$ cat config.mk
export PLATFORM = sky130hd
export DESIGN_NAME = clken_mc
export DESIGN_NICKNAME = d
export VERILOG_FILES = /design/src/rtl/clken_pkg.sv /design/src/rtl/clken_chan.sv /design/src/rtl/clken_mc.sv
export SDC_FILE = /design/constraint.sdc
export NUM_CORES = 1
export LEC_CHECK = 0
export BUFFER_PORTS_ARGS = -buffer_cell sky130_fd_sc_hd__buf_4
export CORE_MARGIN = 3
export CORE_UTILIZATION = 35
export DETAILED_ROUTE_END_ITERATION = 8
export PLACE_DENSITY = 0.59
export SLEW_MARGIN = 20
export SYNTH_ARGS = -nofsm -noshare
export SYNTH_HDL_FRONTEND = slang
export SYNTH_SLANG_ARGS = --single-unit
$ cat constraint.sdc
create_clock -name sys_clk -period 3.9 [get_ports sys_clk]
set_input_delay 0.78 -clock sys_clk [delete_from_list [all_inputs] [get_ports sys_clk]]
set_output_delay 0.78 -clock sys_clk [all_outputs]
set_load 0.005 [all_outputs]
$ cat src/rtl/clken_pkg.sv
// Shared definitions for the multi-channel clock-enable generator:
// width helpers, reset-divisor calculation and the per-channel control record.
package clken_pkg;

  localparam int MAX_NCH = 16;
  localparam int MIN_DIV = 1;

  typedef struct packed {
    logic en;
    logic pend;
    logic flag;
    logic tgl;
  } chan_ctrl_t;

  localparam chan_ctrl_t CTRL_IDLE = '{en: 1'b0, pend: 1'b0, flag: 1'b0, tgl: 1'b0};

  function automatic int clog2(input int unsigned value);
    int r;
    r = 0;
    while ((64'd1 << r) < 64'(value)) r++;
    return r;
  endfunction

  // A single channel still needs a one-bit select port.
  function automatic int chan_width(input int unsigned nch);
    return (clog2(nch) < 1) ? 1 : clog2(nch);
  endfunction

  // Zero target rate yields zero, which the top-level range check rejects.
  function automatic longint unsigned calc_def_div(input longint unsigned sys_freq,
                                                   input longint unsigned tgt_freq);
    return (tgt_freq == 0) ? 64'd0 : sys_freq / tgt_freq;
  endfunction

  localparam int MAX_CW = chan_width(MAX_NCH);

endpackage

$ cat src/rtl/clken_chan.sv
// One clock-enable channel: wrap counter, shadow divisor applied at wrap,
// registered one-cycle flag and half-rate toggle.
module clken_chan
  import clken_pkg::*;
#(
  parameter int         W       = 16,
  parameter logic [W-1:0] DEF_DIV = W'(10),
  parameter logic       RST_EN  = 1'b1
) (
  input  logic         clk,
  input  logic         rst_n,
  input  logic         wr,
  input  logic [W-1:0] wr_div,
  input  logic         wr_en,
  input  logic         sync,
  output logic         flag,
  output logic         tgl,
  output logic         active,
  output logic         pend
);

  logic [W-1:0] cnt;
  logic [W-1:0] cnt_nxt;
  logic [W-1:0] div_act;
  logic [W-1:0] div_act_nxt;
  logic [W-1:0] div_pend;
  logic [W-1:0] div_pend_nxt;
  chan_ctrl_t   st;
  chan_ctrl_t   st_nxt;
  logic         wrap;
  logic         wr_off;

  // div_act is never zero while enabled, so the subtraction cannot underflow.
  assign wrap   = st.en && (cnt == div_act - 1'b1);
  assign wr_off = !wr_en || (wr_div == '0);

  always_comb begin
    cnt_nxt      = cnt;
    div_act_nxt  = div_act;
    div_pend_nxt = div_pend;
    st_nxt       = st;

    if (st.en) begin
      if (wrap) begin
        cnt_nxt     = '0;
        st_nxt.flag = 1'b1;
        st_nxt.tgl  = ~st.tgl;
        if (st.pend) begin
          div_act_nxt = div_pend;
          st_nxt.pend = 1'b0;
        end
      end else begin
        cnt_nxt     = cnt + 1'b1;
        st_nxt.flag = 1'b0;
      end
    end

    // A write lands after the wrap bookkeeping so it can re-arm pend on a wrap edge.
    if (wr) begin
      if (wr_off) begin
        cnt_nxt = '0;
        st_nxt  = CTRL_IDLE;
      end else if (!st.en) begin
        div_act_nxt = wr_div;
        cnt_nxt     = '0;
        st_nxt.en   = 1'b1;
        st_nxt.flag = 1'b0;
        st_nxt.tgl  = 1'b0;
      end else begin
        div_pend_nxt = wr_div;
        st_nxt.pend  = 1'b1;
      end
    end

    if (sync && st_nxt.en) begin
      cnt_nxt     = '0;
      st_nxt.flag = 1'b0;
      st_nxt.tgl  = 1'b0;
      if (st_nxt.pend) begin
        div_act_nxt = div_pend_nxt;
        st_nxt.pend = 1'b0;
      end
    end
  end

  always_ff @(posedge clk or negedge rst_n) begin
    if (!rst_n) begin
      cnt      <= '0;
      div_act  <= DEF_DIV;
      div_pend <= DEF_DIV;
      st       <= '{en: RST_EN, pend: 1'b0, flag: 1'b0, tgl: 1'b0};
    end else begin
      cnt      <= cnt_nxt;
      div_act  <= div_act_nxt;
      div_pend <= div_pend_nxt;
      st       <= st_nxt;
    end
  end

  assign flag   = st.flag;
  assign tgl    = st.tgl;
  assign active = st.en;
  assign pend   = st.pend;

endmodule

$ cat src/rtl/clken_mc.sv
// Multi-channel clock-enable generator: decodes config writes to channels,
// fans out the global phase restart and checks the elaboration parameters.
module clken_mc
  import clken_pkg::*;
#(
  parameter int              NCH             = 4,
  parameter int              W               = 16,
  parameter int unsigned     SYS_CLK_FREQ    = 100_000_000,
  parameter int unsigned     TARGET_CLK_FREQ = 10_000_000,
  parameter logic [NCH-1:0]  RST_EN          = '1,
  localparam int             CW              = chan_width(NCH)
) (
  input  logic           sys_clk,
  input  logic           sys_rst_n,
  input  logic           cfg_we,
  input  logic [CW-1:0]  cfg_ch,
  input  logic [W-1:0]   cfg_div,
  input  logic           cfg_en,
  input  logic           sync_rst,
  output logic [NCH-1:0] clk_flag,
  output logic [NCH-1:0] tgl_out,
  output logic [NCH-1:0] ch_active,
  output logic [NCH-1:0] cfg_pend
);

  localparam longint unsigned DEF_DIV_L = calc_def_div(64'(SYS_CLK_FREQ), 64'(TARGET_CLK_FREQ));
  localparam logic [W-1:0]    DEF_DIV   = W'(DEF_DIV_L);

  if (NCH < 1 || NCH > MAX_NCH) begin : g_bad_nch
    $error("clken_mc: NCH must be within 1..16");
  end

  if (DEF_DIV_L < 64'(MIN_DIV) || DEF_DIV_L >= (64'd1 << W)) begin : g_bad_div
    $error("clken_mc: SYS_CLK_FREQ/TARGET_CLK_FREQ does not fit a W-bit divisor");
  end

  // Channel indices at or above NCH match no instance, so such writes vanish.
  for (genvar i = 0; i < NCH; i++) begin : g_ch
    logic wr;
    assign wr = cfg_we && (cfg_ch == CW'(i));

    clken_chan #(
      .W      (W),
      .DEF_DIV(DEF_DIV),
      .RST_EN (RST_EN[i])
    ) u_chan (
      .clk   (sys_clk),
      .rst_n (sys_rst_n),
      .wr    (wr),
      .wr_div(cfg_div),
      .wr_en (cfg_en),
      .sync  (sync_rst),
      .flag  (clk_flag[i]),
      .tgl   (tgl_out[i]),
      .active(ch_active[i]),
      .pend  (cfg_pend[i])
    );
  end

endmodule
# ---- After elaboration in Yosys (flattened, before gate mapping)
# Cells that the tools add are included.
dict set report classes {
  n_mux 104
  n_reduce_logical 16
  add_sub_neg 8
  n_eq_ne 7
  n_bitwise 4
}
# op n
set op_table {}
lappend op_table {{16-bit 2-to-1 mux} 68}
lappend op_table {{16-bit by 1-bit adder with 16-bit output, second input constant} 4}
lappend op_table {{16-bit equality test} 4}
lappend op_table {{16-bit by 1-bit subtractor with 16-bit output, second input constant} 4}
lappend op_table {{4-bit 2-to-1 mux} 8}
lappend op_table {{3-bit 2-to-1 mux} 8}
lappend op_table {{16-bit zero test} 1}
lappend op_table {{1-bit 2-to-1 mux} 16}
lappend op_table {{1-bit logical AND} 12}
lappend op_table {{2-bit 2-to-1 mux} 4}
lappend op_table {{2-bit equality test, second input constant} 2}
lappend op_table {{1-bit inverter} 4}
lappend op_table {{2-bit by 1-bit equality test with 1-bit output, second input constant} 1}
lappend op_table {{2-bit zero test} 1}
lappend op_table {{1-bit zero test} 1}
lappend op_table {{1-bit logical OR} 1}
dict set report word_totals {
  inputBits 23
  output_inout_bits 16
  reg_bits 208
  word_cells 167
}

# ---- Depth between registers and ports, before layout
dict set report depth {
  ltp_word 10
  mapped_depth 13
  mapped_depth_nobuf 10
}

# ---- Modules after synthesis
# A second synthesis with hierarchy kept.
dict set report unflattened {
  cells_unflattened 1167
  hier_area_um2 12390.6
}
# mod cells_each area_each_um2 instances
set modules_own_cells {}
lappend modules_own_cells {{clken_chan (g_ch[1].u_chan ...)} 282 3059.2 3}
lappend modules_own_cells {{clken_chan (g_ch[0].u_chan)} 317 3175.5 1}
lappend modules_own_cells {clken_mc 4 37.5 1}

# ---- Worst setup path after synthesis
# OpenSTA, ideal clock, no wires.
dict set report synth_timing {
  path_kind {in2reg}
  from {input port cfg_div[6]}
  to {register g_ch[3].u_chan.div_act[0]}
  slack_ns 0.386
  cell_stages 9
  path_buffers 3
  required_time_ns 3.772
  setup_ns 0.128
  t_arrival_ns 3.387
  path_cell_list {clkbuf_1 -> or4_1 -> o41ai_1 -> clkbuf_1 -> nor2_1 -> nand2_1 -> buf_2 -> mux2_2 -> mux2_1}
}
dict set report synth_between {
  elab_chain_len 6
}
# item line
set synth_lines {}
lappend synth_lines {{start, declared} clken_mc.sv:17} ;# input logic [W-1:0] cfg_div,
lappend synth_lines {{16-bit zero test} clken_chan.sv:35} ;# assign wr_off = !wr_en || (wr_div == '0);
lappend synth_lines {{1-bit logical OR} clken_chan.sv:35}
lappend synth_lines {{16-bit 2-to-1 mux} clken_chan.sv:60} ;# if (wr_off) begin
lappend synth_lines {{16-bit 2-to-1 mux} clken_chan.sv:59} ;# if (wr) begin
lappend synth_lines {{net g_ch[3].u_chan.div_pend_nxt[0]} clken_chan.sv:27} ;# logic [W-1:0] div_pend_nxt;
lappend synth_lines {{16-bit 2-to-1 mux} clken_chan.sv:79} ;# if (st_nxt.pend) begin
lappend synth_lines {{16-bit 2-to-1 mux} clken_chan.sv:75} ;# if (sync && st_nxt.en) begin
lappend synth_lines {{net g_ch[3].u_chan.div_act_nxt[0]} clken_chan.sv:25} ;# logic [W-1:0] div_act_nxt;
lappend synth_lines {{end signal, assigned} clken_chan.sv:94} ;# div_act <= div_act_nxt;
lappend synth_lines {{end, declared} clken_chan.sv:24} ;# logic [W-1:0] div_act;
# The timed path passes the listed nets, and every way through them passes these cells.

# ---- Final worst setup path
dict set report layout_timing {
  from {register g_ch[3].u_chan.div_act[0]}
  to {register g_ch[3].u_chan.cnt[8]}
}
dict set report layout_between {
  elab_chain_len 9
}
# item line
set layout_lines {}
lappend layout_lines {{16-bit by 1-bit subtractor with 16-bit output (*)} clken_chan.sv:34} ;# assign wrap = st.en && (cnt == div_act - 1'b1);
lappend layout_lines {{16-bit equality test (*)} clken_chan.sv:34}
lappend layout_lines {{1-bit logical AND (*)} clken_chan.sv:34}
lappend layout_lines {{16-bit 2-to-1 mux (*)} clken_chan.sv:44} ;# if (wrap) begin
lappend layout_lines {{16-bit 2-to-1 mux (*)} clken_chan.sv:43} ;# if (st.en) begin
lappend layout_lines {{16-bit 2-to-1 mux} clken_chan.sv:63} ;# end else if (!st.en) begin
lappend layout_lines {{16-bit 2-to-1 mux} clken_chan.sv:60}
lappend layout_lines {{16-bit 2-to-1 mux (*)} clken_chan.sv:59}
lappend layout_lines {{16-bit 2-to-1 mux (*)} clken_chan.sv:75}
lappend layout_lines {{net g_ch[3].u_chan.cnt_nxt[8]} clken_chan.sv:23} ;# logic [W-1:0] cnt_nxt;
lappend layout_lines {{end signal, assigned} clken_chan.sv:93} ;# cnt <= cnt_nxt;
lappend layout_lines {{end, declared} clken_chan.sv:22} ;# logic [W-1:0] cnt;
# The timed path passes the listed nets; every way through them passes the cells marked *.

==> impl_metrics.csv <==
group,metric,value,unit
status,status,"finished, final reports clean",
clock_tree,clk_path_buf_depth,3,
critical_path,cp.required,4.29,ns
global_route,grt_max_degree,90,
pwr,p_leak,6.03,nW
critical_path,rr_startpoint,"g_ch[3].u_chan.div_act[0]",
synth,syn_inst,1359,
synth,ys_types,90,
placed_design,placed_area,13500,sq um
synth,yosys.area.top_type,"dfrtp_1",
placed_design,gp_congestion,0.879,
floorplan,dieWidth,198,um
placed_design,place_hpwl,23000,um
floorplan,die_h,198,um
sta,fin_skew,0.0109,ns
cells_and_area,fin_area,14300,sq um
synth,syn_avg_cell_area,9.48,sq um
run,maxCapViolCount,0,
sta,rsz0062_at_grt,"no",
drt,drt-pass1-iter-count,6,
sta,drv_slew,0,
critical_path,critPathMaxFanout,14,
synth,synth_top_area_share,0.365,
clock_tree,cts_resized,0,
cells_and_area,ff_latch_area,5230,sq um
floorplan,pin_count,39,
pwr,ir_drop,418,uV
clock_tree,clk_latency,0.53,ns
clock_tree,path_clk_slew,0.06,ns
critical_path,critPathArrivalTime,4.04,ns
cells_and_area,drive_above_1_share,0.177,
sta,min_period,3.65,ns
sta,hold_viol,0,
floorplan,fp.coreArea,35900,sq um
clock_tree,htree_levels,1,
cells_and_area,multi_input_comb_area,7080,sq um
synth,synth_seq_cells,208,
clock_tree,clock_sinks,208,
synth,syn-num-nets,1390,
drt,vias_per_cell,5.52,
critical_path,crit_type,"register to register",
clock_tree,cts_made_buffers,25,
drt,drc_errors,0,
synth,ys_top_cells_by_area,"dfrtp_1, mux2_2, xor2_1, nor2_1, dfstp_2",
global_route,grt_pass1_wl,54800,um
global_route,grt_pass1_vias,9946,
worst_hold_path,hold_class,"primary input to async pin",
sta,period_share,0.936,
drt,drt_wl_total,33300,um
critical_path,startpoint,"g_ch[3].u_chan.div_act[0]",
synth,synth-main-ff-cell,"dfrtp_1",
floorplan,start_util,0.359,
clock_tree,postCtsSetupBuffers,0,
synth,ys_warn_count,0,
sta,finalSetupViolCount,0,
critical_path,critPathCaptureType,"register",
synth,ys_seq_area_frac,0.406,
global_route,grt.overflow.total,0,
synth,synthArstFlopShare,1.00,
drt,initialDrtViolationCount,785,
drt,vias,10000,
synth,synth_edf_count,0,
critical_path,cp-start-kind,"register",
global_route,antenna_found_initial,0,
clock_tree,ctsHoldBuffers,0,
synth,synth.cell_area,12900,sq um
floorplan,dieArea,39200,sq um
clock_tree,cts_tree,"built",
cells_and_area,synthToLayoutAreaGrowth,11.2,%
drt,ant_nets,0,
sta,maxSlewHeadroom,0.303,
global_route,grt_use_total,0.170,
drt,wl_per_cell,18.3,um
sta,fin_tns_setup,0,ns
sta,tightest_slew,1.04,ns
cells_and_area,nFillCells,3573,
clock_tree,cts_root_buffer,"clkbuf_16",
sta,max_freq,274,MHz
floorplan,rows,69,
pwr,power_per_cell_area,598,nW/um^2
cells_and_area,final_net_count,1372,
placed_design,io_buffers,38,
## final cells by class
cell class,instances,area share
diodes,1,0.000175
inverters,19,0.00498
clock inverters,10,0.0111
repair buffers,68,0.0370
multi-input cells,1019,0.494
flip-flops and latches,208,0.365
clock buffers,34,0.0474
well taps,461,0.0403
## metrics by stage
| stage | setup WS (ns) | hold WS, ns | std cells | total power, mW | util |
|---|---|---|---|---|---|
| 4_1_cts | 0.227 | 0.281 | 1819 | 8.62 | 0.399 |
| 5_1_grt | 0.0154 | 0.307 | 1819 | 9.12 | 0.399 |
| 2_1_floorplan | 0.386 | 0.451 | 1359 | 5.47 | - |
| 3_3_place_gp | 0.317 | 0.479 | 1775 | 6.10 | 0.375 |
| 3_5_place_dp | 0.251 | 0.480 | 1775 | 6.17 | 0.375 |
| 6_report | 0.250 | 0.267 | 1820 | 8.57 | 0.399 |
## critical path: stages (launching register included)
cell and delay, ns:
dfrtp_1 0.45, inv_1 0.11, ha_1 0.21, or3b_4 0.44, o31ai_1 0.30, nand4_1 0.14, or4b_1 0.51, or4_1 0.64
buf_4 0.23, nand2_1 0.38, nor2_1 0.11
## routing by layer
layer	share of wire	wire length, um	GRT usage	up-vias
met5	0	0	0	-
met4	0.026	862	0.0417	0
met3	0.038	1260	0.0230	54
met2	0.46	15500	0.281	186
met1	0.47	15700	0.238	4975
li1	-	-	-	4833
## cell usage after synthesis, types with 24 or more instances
master,count
nand2_1,114
xnor2_1,55
xor2_1,70
and3_1,24
clkbuf_1,71
a211oi_1,37
nor2_1,163
mux2_2,75
mux2i_1,35
nand3_1,54
nand4_1,32
a21oi_1,43
dfrtp_1,188
## placed cells by master, fill, tap and decap left out, types with 8 or more instances in the layout
cell type / instances
dfrtp_1: 188
nor2_1: 163
nand2_1: 114
mux2_2: 75
xor2_1: 70
buf_4: 66
xnor2_1: 55
nand3_1: 54
a21oi_1: 43
a211oi_1: 37
mux2i_1: 35
nand4_1: 32
clkbuf_16: 25
and3_1: 24
nor3_1: 20
o31ai_1: 20
o21ai_0: 20
dfstp_2: 20
nand3b_1: 19
inv_1: 18
mux2_1: 17
a31oi_1: 15
or4_1: 13
or3_1: 13
nor4_1: 13
nor2b_1: 10
mux2_4: 10
a221oi_1: 9
a21boi_1: 8
ha_1: 8
## power by group
group          internal, mW  total, mW  switching (mW)
logic                  1.31       2.58            1.27
clock network          1.48       2.41           0.933
registers              2.76       3.57           0.811
## final timing paths
path                                              to  slack [ns]  cells after the start
max                            g_ch[3].u_chan.cnt[8]        0.25                     10
min                        g_ch[1].u_chan.div_act[0]        0.27                      1
max reg2reg                    g_ch[3].u_chan.cnt[8]        0.25                     10
min reg2reg                      g_ch[2].u_chan.flag        0.49                      2
max in group asynchronous      g_ch[3].u_chan.active        2.68                      2
min in group sys_clk             g_ch[2].u_chan.flag        0.49                      2
## sequential cells by signal, summed over array words and instances, names as in the netlist
| signal | cells |
|---|---|
| g_ch.u_chan.tgl | 4 |
| g_ch.u_chan.active | 4 |
| g_ch.u_chan.div_act | 64 |
| g_ch.u_chan.flag | 4 |
| g_ch.u_chan.div_pend | 64 |
| g_ch.u_chan.cnt | 64 |
| g_ch.u_chan.pend | 4 |
## kinds of logic (layout without fill, tap and decap cells)
logic type,after synthesis,count (layout),synth area share
adders and majority gates,8,8,0.00777
other,0,1,0
muxes,137,137,0.119
xor gates and xnor gates,126,126,0.0868
buffers and inverters,132,131,0.0475
AOI/OAI and AO/OA,215,215,0.117
and+or+nand+nor,533,533,0.216
DFF,208,208,0.406
Note: power is estimated with default switching activity, not from simulation.
